## config.mk

```make
export PLATFORM = sky130hd
export DESIGN_NAME = product_accumulator
export DESIGN_NICKNAME = d
export VERILOG_FILES = /design/src/rtl/mult_pkg.sv /design/src/rtl/acc_adder.sv /design/src/rtl/product_accumulator.sv
export SDC_FILE = /design/constraint.sdc
export NUM_CORES = 1
export LEC_CHECK = 0
export BUFFER_PORTS_ARGS = -buffer_cell sky130_fd_sc_hd__buf_4
export CAP_MARGIN = 20
export CELL_PAD_IN_SITES_DETAIL_PLACEMENT = 2
export CELL_PAD_IN_SITES_GLOBAL_PLACEMENT = 2
export CORE_MARGIN = 4
export CORE_UTILIZATION = 30
export CTS_BUF_LIST = sky130_fd_sc_hd__clkbuf_4 sky130_fd_sc_hd__clkbuf_8
export CTS_CLUSTER_DIAMETER = 200
export CTS_CLUSTER_SIZE = 10
export DETAILED_ROUTE_END_ITERATION = 8
export PLACE_DENSITY_LB_ADDON = 0.1
export SETUP_SLACK_MARGIN = 0.2
export SLEW_MARGIN = 30
export SYNTH_ARGS = -nofsm -noshare
export SYNTH_HDL_FRONTEND = slang
export SYNTH_SLANG_ARGS = --single-unit
```

## constraint.sdc

```tcl
create_clock -name clk -period 2.7 [get_ports clk]
set_input_delay 0.135 -clock clk [delete_from_list [all_inputs] [get_ports clk]]
set_output_delay 0.135 -clock clk [all_outputs]
set_load 0.01 [all_outputs]
```

## src/rtl/mult_pkg.sv

```systemverilog
// Shared definitions for the multiplier datapath and its downstream accumulator.
package mult_pkg;

  localparam int PROD_W = 32;

  typedef enum logic [1:0] {
    IDLE,
    ACCUM,
    HOLD
  } acc_state_t;

endpackage

```

## src/rtl/acc_adder.sv

```systemverilog
// Combinational accumulator adder: sum of the running total and a zero-extended product, with carry out.
module acc_adder #(
  parameter int ACC_W = 40
) (
  input  logic [ACC_W-1:0] acc,
  input  logic [ACC_W-1:0] prod,
  output logic [ACC_W-1:0] sum,
  output logic             cout
);

  assign {cout, sum} = {1'b0, acc} + {1'b0, prod};

endmodule

```

## src/rtl/product_accumulator.sv

```systemverilog
// Accumulates a stream of unsigned products into groups closed by 'last' or MAX_TERMS,
// then presents the group sum on a valid/ready result interface.
module product_accumulator
  import mult_pkg::*;
#(
  parameter  int PROD_W    = mult_pkg::PROD_W,
  parameter  int ACC_W     = 40,
  parameter  int MAX_TERMS = 256,
  localparam int CNT_W     = $clog2(MAX_TERMS + 1)
) (
  input  logic              clk,
  input  logic              rst,
  input  logic              prod_valid,
  input  logic [PROD_W-1:0] prod_data,
  input  logic              prod_last,
  output logic              prod_ready,
  output logic              acc_valid,
  output logic [ACC_W-1:0]  acc_data,
  output logic [CNT_W-1:0]  acc_count,
  output logic              acc_ovf,
  input  logic              out_ready
);

  acc_state_t       state_q, state_d;
  logic [ACC_W-1:0] acc_q;
  logic [CNT_W-1:0] cnt_q;
  logic             ovf_q;

  logic [ACC_W-1:0] prod_ext;
  logic [ACC_W-1:0] sum;
  logic             cout;
  logic [CNT_W-1:0] cnt_inc;
  logic             accept;
  logic             load_first;
  logic             add_term;
  logic             clear;

  assign prod_ext = {{(ACC_W - PROD_W){1'b0}}, prod_data};
  assign cnt_inc  = cnt_q + CNT_W'(1);

  // Ready comes from registered state only, so upstream never sees a combinational path.
  assign prod_ready = (state_q != HOLD);
  assign accept     = prod_valid & prod_ready;

  acc_adder #(.ACC_W(ACC_W)) u_adder (
    .acc  (acc_q),
    .prod (prod_ext),
    .sum  (sum),
    .cout (cout)
  );

  always_comb begin
    // NOTE: every output of this block gets a default first so no path leaves a latch behind.
    state_d    = state_q;
    load_first = 1'b0;
    add_term   = 1'b0;
    clear      = 1'b0;
    unique case (state_q)
      IDLE: begin
        if (accept) begin
          load_first = 1'b1;
          state_d    = (prod_last || MAX_TERMS == 1) ? HOLD : ACCUM;
        end
      end
      ACCUM: begin
        if (accept) begin
          add_term = 1'b1;
          if (prod_last || cnt_inc == CNT_W'(MAX_TERMS)) state_d = HOLD;
        end
      end
      HOLD: begin
        if (out_ready) begin
          clear   = 1'b1;
          state_d = IDLE;
        end
      end
      default: state_d = IDLE;
    endcase
  end

  // NOTE: registers use non-blocking assignments so every flop samples pre-edge values.
  always_ff @(posedge clk) begin
    if (rst) state_q <= IDLE;
    else     state_q <= state_d;
  end

  always_ff @(posedge clk) begin
    if (rst || clear) begin
      acc_q <= '0;
      cnt_q <= '0;
      ovf_q <= 1'b0;
    end else if (load_first) begin
      acc_q <= prod_ext;
      cnt_q <= CNT_W'(1);
      ovf_q <= 1'b0;
    end else if (add_term) begin
      acc_q <= sum;
      cnt_q <= cnt_inc;
      ovf_q <= ovf_q | cout;
    end
  end

  assign acc_valid = (state_q == HOLD);
  assign acc_data  = acc_q;
  assign acc_count = cnt_q;
  assign acc_ovf   = ovf_q;

endmodule

```

# Word level (Yosys, flattened, before mapping)
# Index checks and enable logic that the tools add are counted.
[word_totals]
ff_bits = 52
out_inout_bits = 52
wordCells = 39
[op_classes]
addsub = 2
n_eq_ne = 8
mux = 15
bitwise = 2
n_reduce_logical = 6
[ops]
columns = ["operator", "count"]
rows = [
  ["$mux W32", 2],
  ["$add A40 B32 Y41", 1],
  ["$mux W2", 5],
  ["$add A9 B1 Y9 const B", 1],
  ["$eq A9 B9 Y1 const B", 1],
  ["$ne A2 B2 Y1 const B", 4],
  ["$mux W1", 7],
  ["$pmux W2 S3", 1],
  ["$reduce_and A4 Y1", 1],
  ["$eq A2 B1 Y1 const B", 1],
  ["$eq A2 B2 Y1 const B", 1],
  ["$logic_not A2 Y1", 1],
  ["$logic_or A1 B1 Y1", 2],
  ["$ne A2 B1 Y1 const B", 1],
  ["$reduce_bool A2 Y1", 1],
  ["$reduce_or A2 Y1", 1],
  ["$and A1 B1 Y1", 1],
  ["$or A1 B1 Y1", 1],
]

# Depth between registers and ports, before layout
# Gate-level depths: netlist of run 1.
[logic_depth]
depth_word = 6
depth_mapped = 10
ltp_nobuf = 10

# Cells and area by module
# Synthesis of run 1 repeated with hierarchy kept, for this count alone.
[hier_totals]
hier_cells = 571
area_unflattened_um2 = 4586.9
[by_module_without_submodules]
columns = ["mod", "n_inst", "cells_each", "area_each_um2", "seq_area_each_um2"]
rows = [
  ["product_accumulator", 1, 260, 2396.0, 1041.0],
  ["acc_adder", 1, 311, 2190.9, 0.0],
]

# Worst setup path after synthesis of run 1
# No wires, ideal clock.
[synth_timing]
kind = "register to register"
start = "reg acc_q[0] (netlist: acc_data[0])"
end = "reg acc_q[30] (netlist: acc_data[30])"
setup_ns = 0.070
arrival_time_ns = 2.528
required_ns = 2.630
setup_slack_ns = 0.102
stages_incl_launch_ff = 11
path_buffers = 0
path_cell_list = "dfxtp_1 > ha_1 > fa_1 > a211oi_1 > o21a_1 > o21ai_0 > nand3_1 > a21oi_1 > a221oi_1 > mux2_2 > a21oi_1"
[synth_between]
elab_chain_len = 3
[synth_rtl]
columns = ["element", "line_no", "rtl"]
rows = [
  ["from (decl)", "product_accumulator.sv:25", "logic [ACC_W-1:0] acc_q;"],
  ["from (signal assigned)", "product_accumulator.sv:93", "acc_q <= prod_ext;"],
  ["from (signal assigned)", "product_accumulator.sv:97", "acc_q <= sum;"],
  ["$add A40 B32 Y41", "acc_adder.sv:11", "assign {cout, sum} = {1'b0, acc} + {1'b0, prod};"],
  ["$mux W32", "product_accumulator.sv:96", "end else if (add_term) begin"],
  ["$mux W32", "product_accumulator.sv:92", "end else if (load_first) begin"],
]
# No other way between the ends. The select of a mux whose other input is x is not followed.
# A chain may end at the register's enable or synchronous reset.

# Worst setup path after layout of run 1
[layout_timing]
start = "reg acc_q[13] (netlist: acc_data[13])"
end = "reg acc_q[33] (netlist: acc_data[33])"
[layout_between]
elab_chain_len = 1
[layout_rtl]
columns = ["element", "line_no"]
rows = [
  ["$add A40 B32 Y41", "acc_adder.sv:11"],
]
# No other way between the ends.

==> results of run 1 <==
==> final timing paths <==
path,start,to,slack (ns),depth (start not counted)
worst max-delay path,acc_data[13]$_SDFFE_PP0P_,acc_data[33]$_SDFFE_PP0P_,0.04,13
worst min-delay path,prod_data[22],acc_data[22]$_SDFFE_PP0P_,0.08,3
worst max register to register,acc_data[13]$_SDFFE_PP0P_,acc_data[33]$_SDFFE_PP0P_,0.04,13
worst min register to register,acc_data[29]$_SDFFE_PP0P_,acc_data[29]$_SDFFE_PP0P_,0.50,2
==> area by class of cell <==
class                           instances  area (µm²)
Multi-Input combinational cell        493        3760
Sequential cell                        52        1050
Fill cell                            1645        8170
Clock buffer                            5        68.8
Timing Repair Buffer                  152        1180
Tap cell                              184         230
Inverter                               11        41.3
Clock inverter                          3        27.5
==> metrics by stage <==
stage | cells | cell area, µm² | utilization | power [mW] | hold WS [ns]
finish | 900 | 6360 | 0.438 | 3.04 | 0.0818
global route | 900 | 6360 | 0.438 | 3.23 | 0.0699
CTS | 888 | 6030 | 0.415 | 2.88 | 0.0549
detailed placement | 866 | 5480 | 0.377 | 2.15 | 0.360
global placement | 866 | 5480 | 0.377 | 2.10 | 0.341
floorplan | 585 | 4460 | - | 1.67 | 0.214
==> report_power, final <==
part           internal (mW)  switching, mW
combinational          0.692          0.909
sequential             0.829         0.0661
clock                  0.192          0.352
total                   1.71           1.33
==> cells in the mapped netlist, types with 4 or more instances <==
master | number | area share
nand3_1 | 17 | 0.019
a21o_1 | 16 | 0.027
nor3_1 | 19 | 0.021
nor3b_1 | 6 | 0.010
nand2_1 | 60 | 0.051
o211ai_1 | 4 | 0.0067
xnor2_1 | 18 | 0.035
mux2i_1 | 14 | 0.031
inv_1 | 11 | 0.0093
a211oi_1 | 20 | 0.034
dfxtp_1 | 52 | 0.23
o31ai_1 | 4 | 0.0067
clkbuf_1 | 16 | 0.013
buf_6 | 5 | 0.013
or3_1 | 6 | 0.0084
o21ai_0 | 40 | 0.045
xor2_1 | 16 | 0.031
nor2b_1 | 5 | 0.0070
nand2b_1 | 4 | 0.0056
a21boi_0 | 4 | 0.0067
ha_1 | 34 | 0.095
a31oi_1 | 4 | 0.0056
nor2_1 | 61 | 0.051
and2_1 | 5 | 0.0070
a21oi_1 | 67 | 0.075
==> logic make-up (layout without fill, tap and decap cells) <==
logic type,count (synthesis),in the layout,share of synthesized area
adder cells (fa/ha/maj),35,35,0.0999
buffers and inverters,40,171,0.0466
AO/OA/AOI/OAI,205,205,0.302
XOR/XNOR,34,34,0.0668
multiplexers,15,15,0.0339
AND/OR/NAND/NOR,204,204,0.217
flip-flops,52,52,0.233
==> flip-flops by register name, indices dropped and copies added, names as in the netlist <==
| name | count |
|---|---|
| state_q | 2 |
| acc_data | 40 |
| acc_count | 9 |
| acc_ovf | 1 |
==> routing by layer <==
layer	up-vias	wire (µm)	track usage
met2	125	10900	0.422
met1	2605	8450	0.268
met4	0	747	0.0550
met5	-	0	0
li1	2407	-	-
met3	42	933	0.0315
==> critical path, stage by stage (launching register included) <==
cell and delay, ns:
dfxtp_2 0.37, ha_4 0.32, nand4_4 0.16, buf_12 0.18
nor4_4 0.17, buf_4 0.22, a2111oi_4 0.10, buf_4 0.17
nor3_2 0.16, nor2_1 0.06, buf_4 0.17, a211oi_2 0.23
xnor2_1 0.16, nor2_1 0.06
==> timing repair <==
action	4_1_cts	5_1_grt
buffers inserted	13	12
pin swaps	34	30
gates resized for setup	63	53
endpoints found under the setup margin	22	29
hold buffers	1	0
hold endpoints to repair	1	0
==> results.yml, run 1 <==
run_status:
  status: "finished, final reports clean"
layout:
  nets: 787
  area_growth_pct: 42.7
  final_cell_mix: "146 x buf_4, 59 x nor2_1, 58 x nand2_1"
  insertedDiodeCount: 0
  drive_gt1_frac: 0.355
  final_common_cell: "buf_4"
die:
  dieArea_mm2: 0.0169
  fp-row-count: 44
  die_w_um: 130
  start_util: 0.307
  core_area_mm2: 0.0145
  pin_count: 89
  die_y_um: 130
yosys:
  ys_seq_elements: 52
  ys.flop_type: "dfxtp_1"
  avgSynthCellArea_um2: 7.62
  yosysUniqueCellTypes: 71
  syn-cell-area_mm2: 0.00446
  synth_edf_count: 0
  ys_warn_count: 0
  syn-num-nets: 657
  async_flop_share: 0
  syn_inst: 585
  yosysSeqAreaShare: 0.233
critical_path:
  cp-end-kind: "register"
  path_max_fanout: 5
  cp.arrival_ns: 2.89
  worstSetupPathType: "reg -> reg"
  required_ns: 2.93
  crit_path_start_kind: "register"
route:
  vias: 5179
  first_pass_iters: 4
  routedWlPerCell_um: 23.3
  drtAntennaViolNets: 0
  wl_mm: 21.0
  vias_per_cell: 5.75
  first_iter_violations: 193
  drc: 0
timing:
  fin_crit_ns: 2.66
  hold_viol: 0
  tightestPinTransition_ns: 0.984
  rsz0062_at_grt: "yes"
  timing.final.crit_share: 0.985
  finalSetupViolCount: 0
  max_slew_margin: 0.339
  skew_ns: 0.00923
  fin_tns_setup_ns: 0
  report.final.slew_viol_count: 0
  max_freq_mhz: 376
  worst_slack_ns: 0.0417
cts:
  clock_sinks: 52
  clkTransAtPathRegs_ns: 0.12
  cts_inserted_buffers: 5
  cts_root_buf: "clkbuf_8"
  htree_levels: 2
  clockBufferDepth: 2
  clock_latency_ns: 0.35
  cts_tree: "done"
placed_design:
  io_buffers: 88
  pre_cts_ws_ns: -0.181
  dp_hpwl_mm: 13.4
  place_congestion: 0.870
power_and_ir_drop:
  ir_worst_vdd_mv: 0.212
  p_leak_nw: 2.58
  powerDensity_mw_per_mm2: 478
grt:
  grt_usage: 0.225
  grt_max_degree: 46
  grt-ovfl-total: 0
  grt_pass1_wl_mm: 29.8
  grt_antenna_before_repair: 0
  grt_pass1_vias: 5399
flow_run:
  max_cap_viol_count: 0
hold_path:
  hold_class: "in -> reg"
Power figures use the tool's default switching activity.
==> inputs of run 2 (changes only) <==
- ABC_AREA: unset -> 1
- CORE_UTILIZATION: 30 -> 27
==> run 2 against run 1 <==
Area after synthesis increased by 17%. Largest power group unchanged. Power increased by 11%. Synthesized cell count increased by 60%. Highest routed layer unchanged. Setup slack improved by 0.38 ns.
==> results.yml, run 2 <==
run_status:
  status: "finished, final reports clean"
yosys:
  async_flop_share: 0
  syn_inst: 935
  ys_seq_elements: 52
  yosysUniqueCellTypes: 39
  yosysMostFrequentCell: "nand2_1"
  ys_warn_count: 0
  ys.flop_type: "dfxtp_1"
  synth_top_area_share: 0.226
  syn-cell-area_mm2: 0.00523
  synth_edf_count: 0
  synth.area.top_cells: "nand2_1 23%, dfxtp_1 20%, inv_1 12%"
  avgSynthCellArea_um2: 5.60
  yosysTopAreaCell: "nand2_1"
  synthTopCellsByCount: "315 x nand2_1, 169 x inv_1, 87 x nor2_1"
  yosysSeqAreaShare: 0.199
  syn-num-nets: 1007
cts:
  cts_tree: "done"
  clock_sinks: 52
  clkTransAtPathRegs_ns: 0.12
  clockBufferDepth: 2
  clock_latency_ns: 0.37
  postCtsSetupRepairBufs: 0
  cts_inserted_buffers: 5
  cts_root_buf: "clkbuf_8"
  htree_levels: 2
route:
  first_iter_violations: 176
  vias: 6053
  wl_mm: 21.2
  drc: 0
  first_pass_iters: 4
  routedWlPerCell_um: 16.5
  drtAntennaViolNets: 0
  vias_per_cell: 4.73
timing:
  finalSetupViolCount: 0
  rsz0062_at_grt: "no"
  report.final.slew_viol_count: 0
  max_freq_mhz: 439
  skew_ns: 0.0315
  fin_crit_ns: 2.28
  hold_viol: 0
  fin_tns_setup_ns: 0
  tightestPinTransition_ns: 0.543
  max_slew_margin: 0.638
  timing.final.crit_share: 0.843
layout:
  nets: 1092
  final_common_cell: "nand2_1"
  final_cell_mix: "315 x nand2_1, 169 x inv_1, 95 x buf_4"
  area_growth_pct: 20.2
  drive_gt1_frac: 0.149
  fillCellCount: 2498
  final_cell_area_mm2: 0.00629
  largest_reg_flops: 40
  insertedDiodeCount: 0
grt:
  grt_antenna_before_repair: 0
  grt_pass1_wl_mm: 34.5
  grt_max_degree: 44
  grt_usage: 0.199
  grt-ovfl-total: 0
  grt_pass1_vias: 6385
power_and_ir_drop:
  p_leak_nw: 3.41
  powerDensity_mw_per_mm2: 537
  ir_worst_vdd_mv: 0.198
  power_mw: 3.38
flow_run:
  max_cap_viol_count: 0
critical_path:
  cp.arrival_ns: 2.53
  path_max_fanout: 4
  cp-end-kind: "register"
  required_ns: 2.96
  crit_path_start_kind: "register"
  worstSetupPathType: "reg -> reg"
die:
  dieArea_mm2: 0.0217
  core_area_mm2: 0.0189
  pin_count: 89
  fp-row-count: 50
  start_util: 0.277
  die_w_um: 147
  die_y_um: 147
placed_design:
  io_buffers: 88
  placed_area_mm2: 0.00618
  dp_hpwl_mm: 17.6
  place_congestion: 0.922
hold_path:
  hold_class: "in -> reg"
run 2: path summary, 6_finish.rpt:
check                                               from                        end  slack (ns)  cells past startpoint
worst max-delay path            acc_data[0]$_SDFFE_PP0P_  acc_data[38]$_SDFFE_PP0P_        0.42                     14
worst min-delay path                           out_ready    state_q[1]$_SDFFE_PP0P_        0.06                      3
worst max register to register  acc_data[0]$_SDFFE_PP0P_  acc_data[38]$_SDFFE_PP0P_        0.42                     14
worst min register to register      acc_ovf$_SDFFE_PP0P_       acc_ovf$_SDFFE_PP0P_        0.47                      2
run 2: layout make-up:
| cell class | count | area [µm²] | share of cell area |
|---|---|---|---|
| inverters | 175 | 657 | 0.104 |
| flip-flops and latches | 52 | 1040 | 0.165 |
| repair buffers | 96 | 723 | 0.115 |
| clock buffers | 5 | 68.8 | 0.0109 |
| multi-input cells | 690 | 3450 | 0.548 |
| well taps | 260 | 325 | 0.0517 |
| clock inverters | 3 | 27.5 | 0.00437 |
run 2: per-stage QoR:
| stage | std cells | hold WS, ns | setup WS, ns | utilization |
|---|---|---|---|---|
| 2_1_floorplan | 935 | 0.204 | 0.812 | - |
| 3_3_place_gp | 1272 | 0.310 | 0.311 | 0.327 |
| 3_5_place_dp | 1272 | 0.312 | 0.325 | 0.327 |
| 4_1_cts | 1281 | 0.0332 | 0.317 | 0.333 |
| 5_1_grt | 1281 | 0.0455 | 0.235 | 0.333 |
| 6_report | 1281 | 0.0564 | 0.423 | 0.333 |
run 2: cells by family (layout without fill, tap and decap cells):
family,count (synthesis),count (layout),share of synthesized area
xor+xnor,8,8,0.0134
buf+inv,193,279,0.142
flops,52,52,0.199
fa+ha+maj,35,35,0.0851
compound gates,132,132,0.140
simple gates,515,515,0.421
run 2: what timing repair did:
| item | CTS | global route |
|---|---|---|
| setup endpoints to repair | 0 | 4 |
| hold endpoints to repair | 1 | 0 |
| hold buffers | 1 | 0 |
| resized for setup | 0 | 1 |
run 2: worst max-delay path: stages (launching register included):
cell and delay [ns]:
dfxtp_1 0.35, ha_1 0.24, fa_2 0.42, nand3_2 0.11
nand3_2 0.10, nand2_1 0.08, nand2_1 0.10, nand2_1 0.12
nand2_2 0.14, nand2_2 0.11, nand2_2 0.08, nand2_1 0.07
nand2_1 0.07, a21oi_1 0.13, nor2_1 0.05
run 2: metal layers:
metal / vias up / track usage / share of wire
li1: 3083 / - / -
met1: 2886 / 0.266 / 0.47
met2: 76 / 0.341 / 0.48
met3: 8 / 0.0352 / 0.043
met4: 0 / 0.0303 / 0.0074
met5: - / 0 / 0
run 2: report_power, final:
part           total (mW)  leakage (nW)  switching [mW]  internal, mW
registers           0.959         0.426          0.0905         0.868
clock network       0.552        0.0463           0.359         0.192
logic                1.87          2.94            1.22         0.650
total                3.38          3.41            1.67          1.71
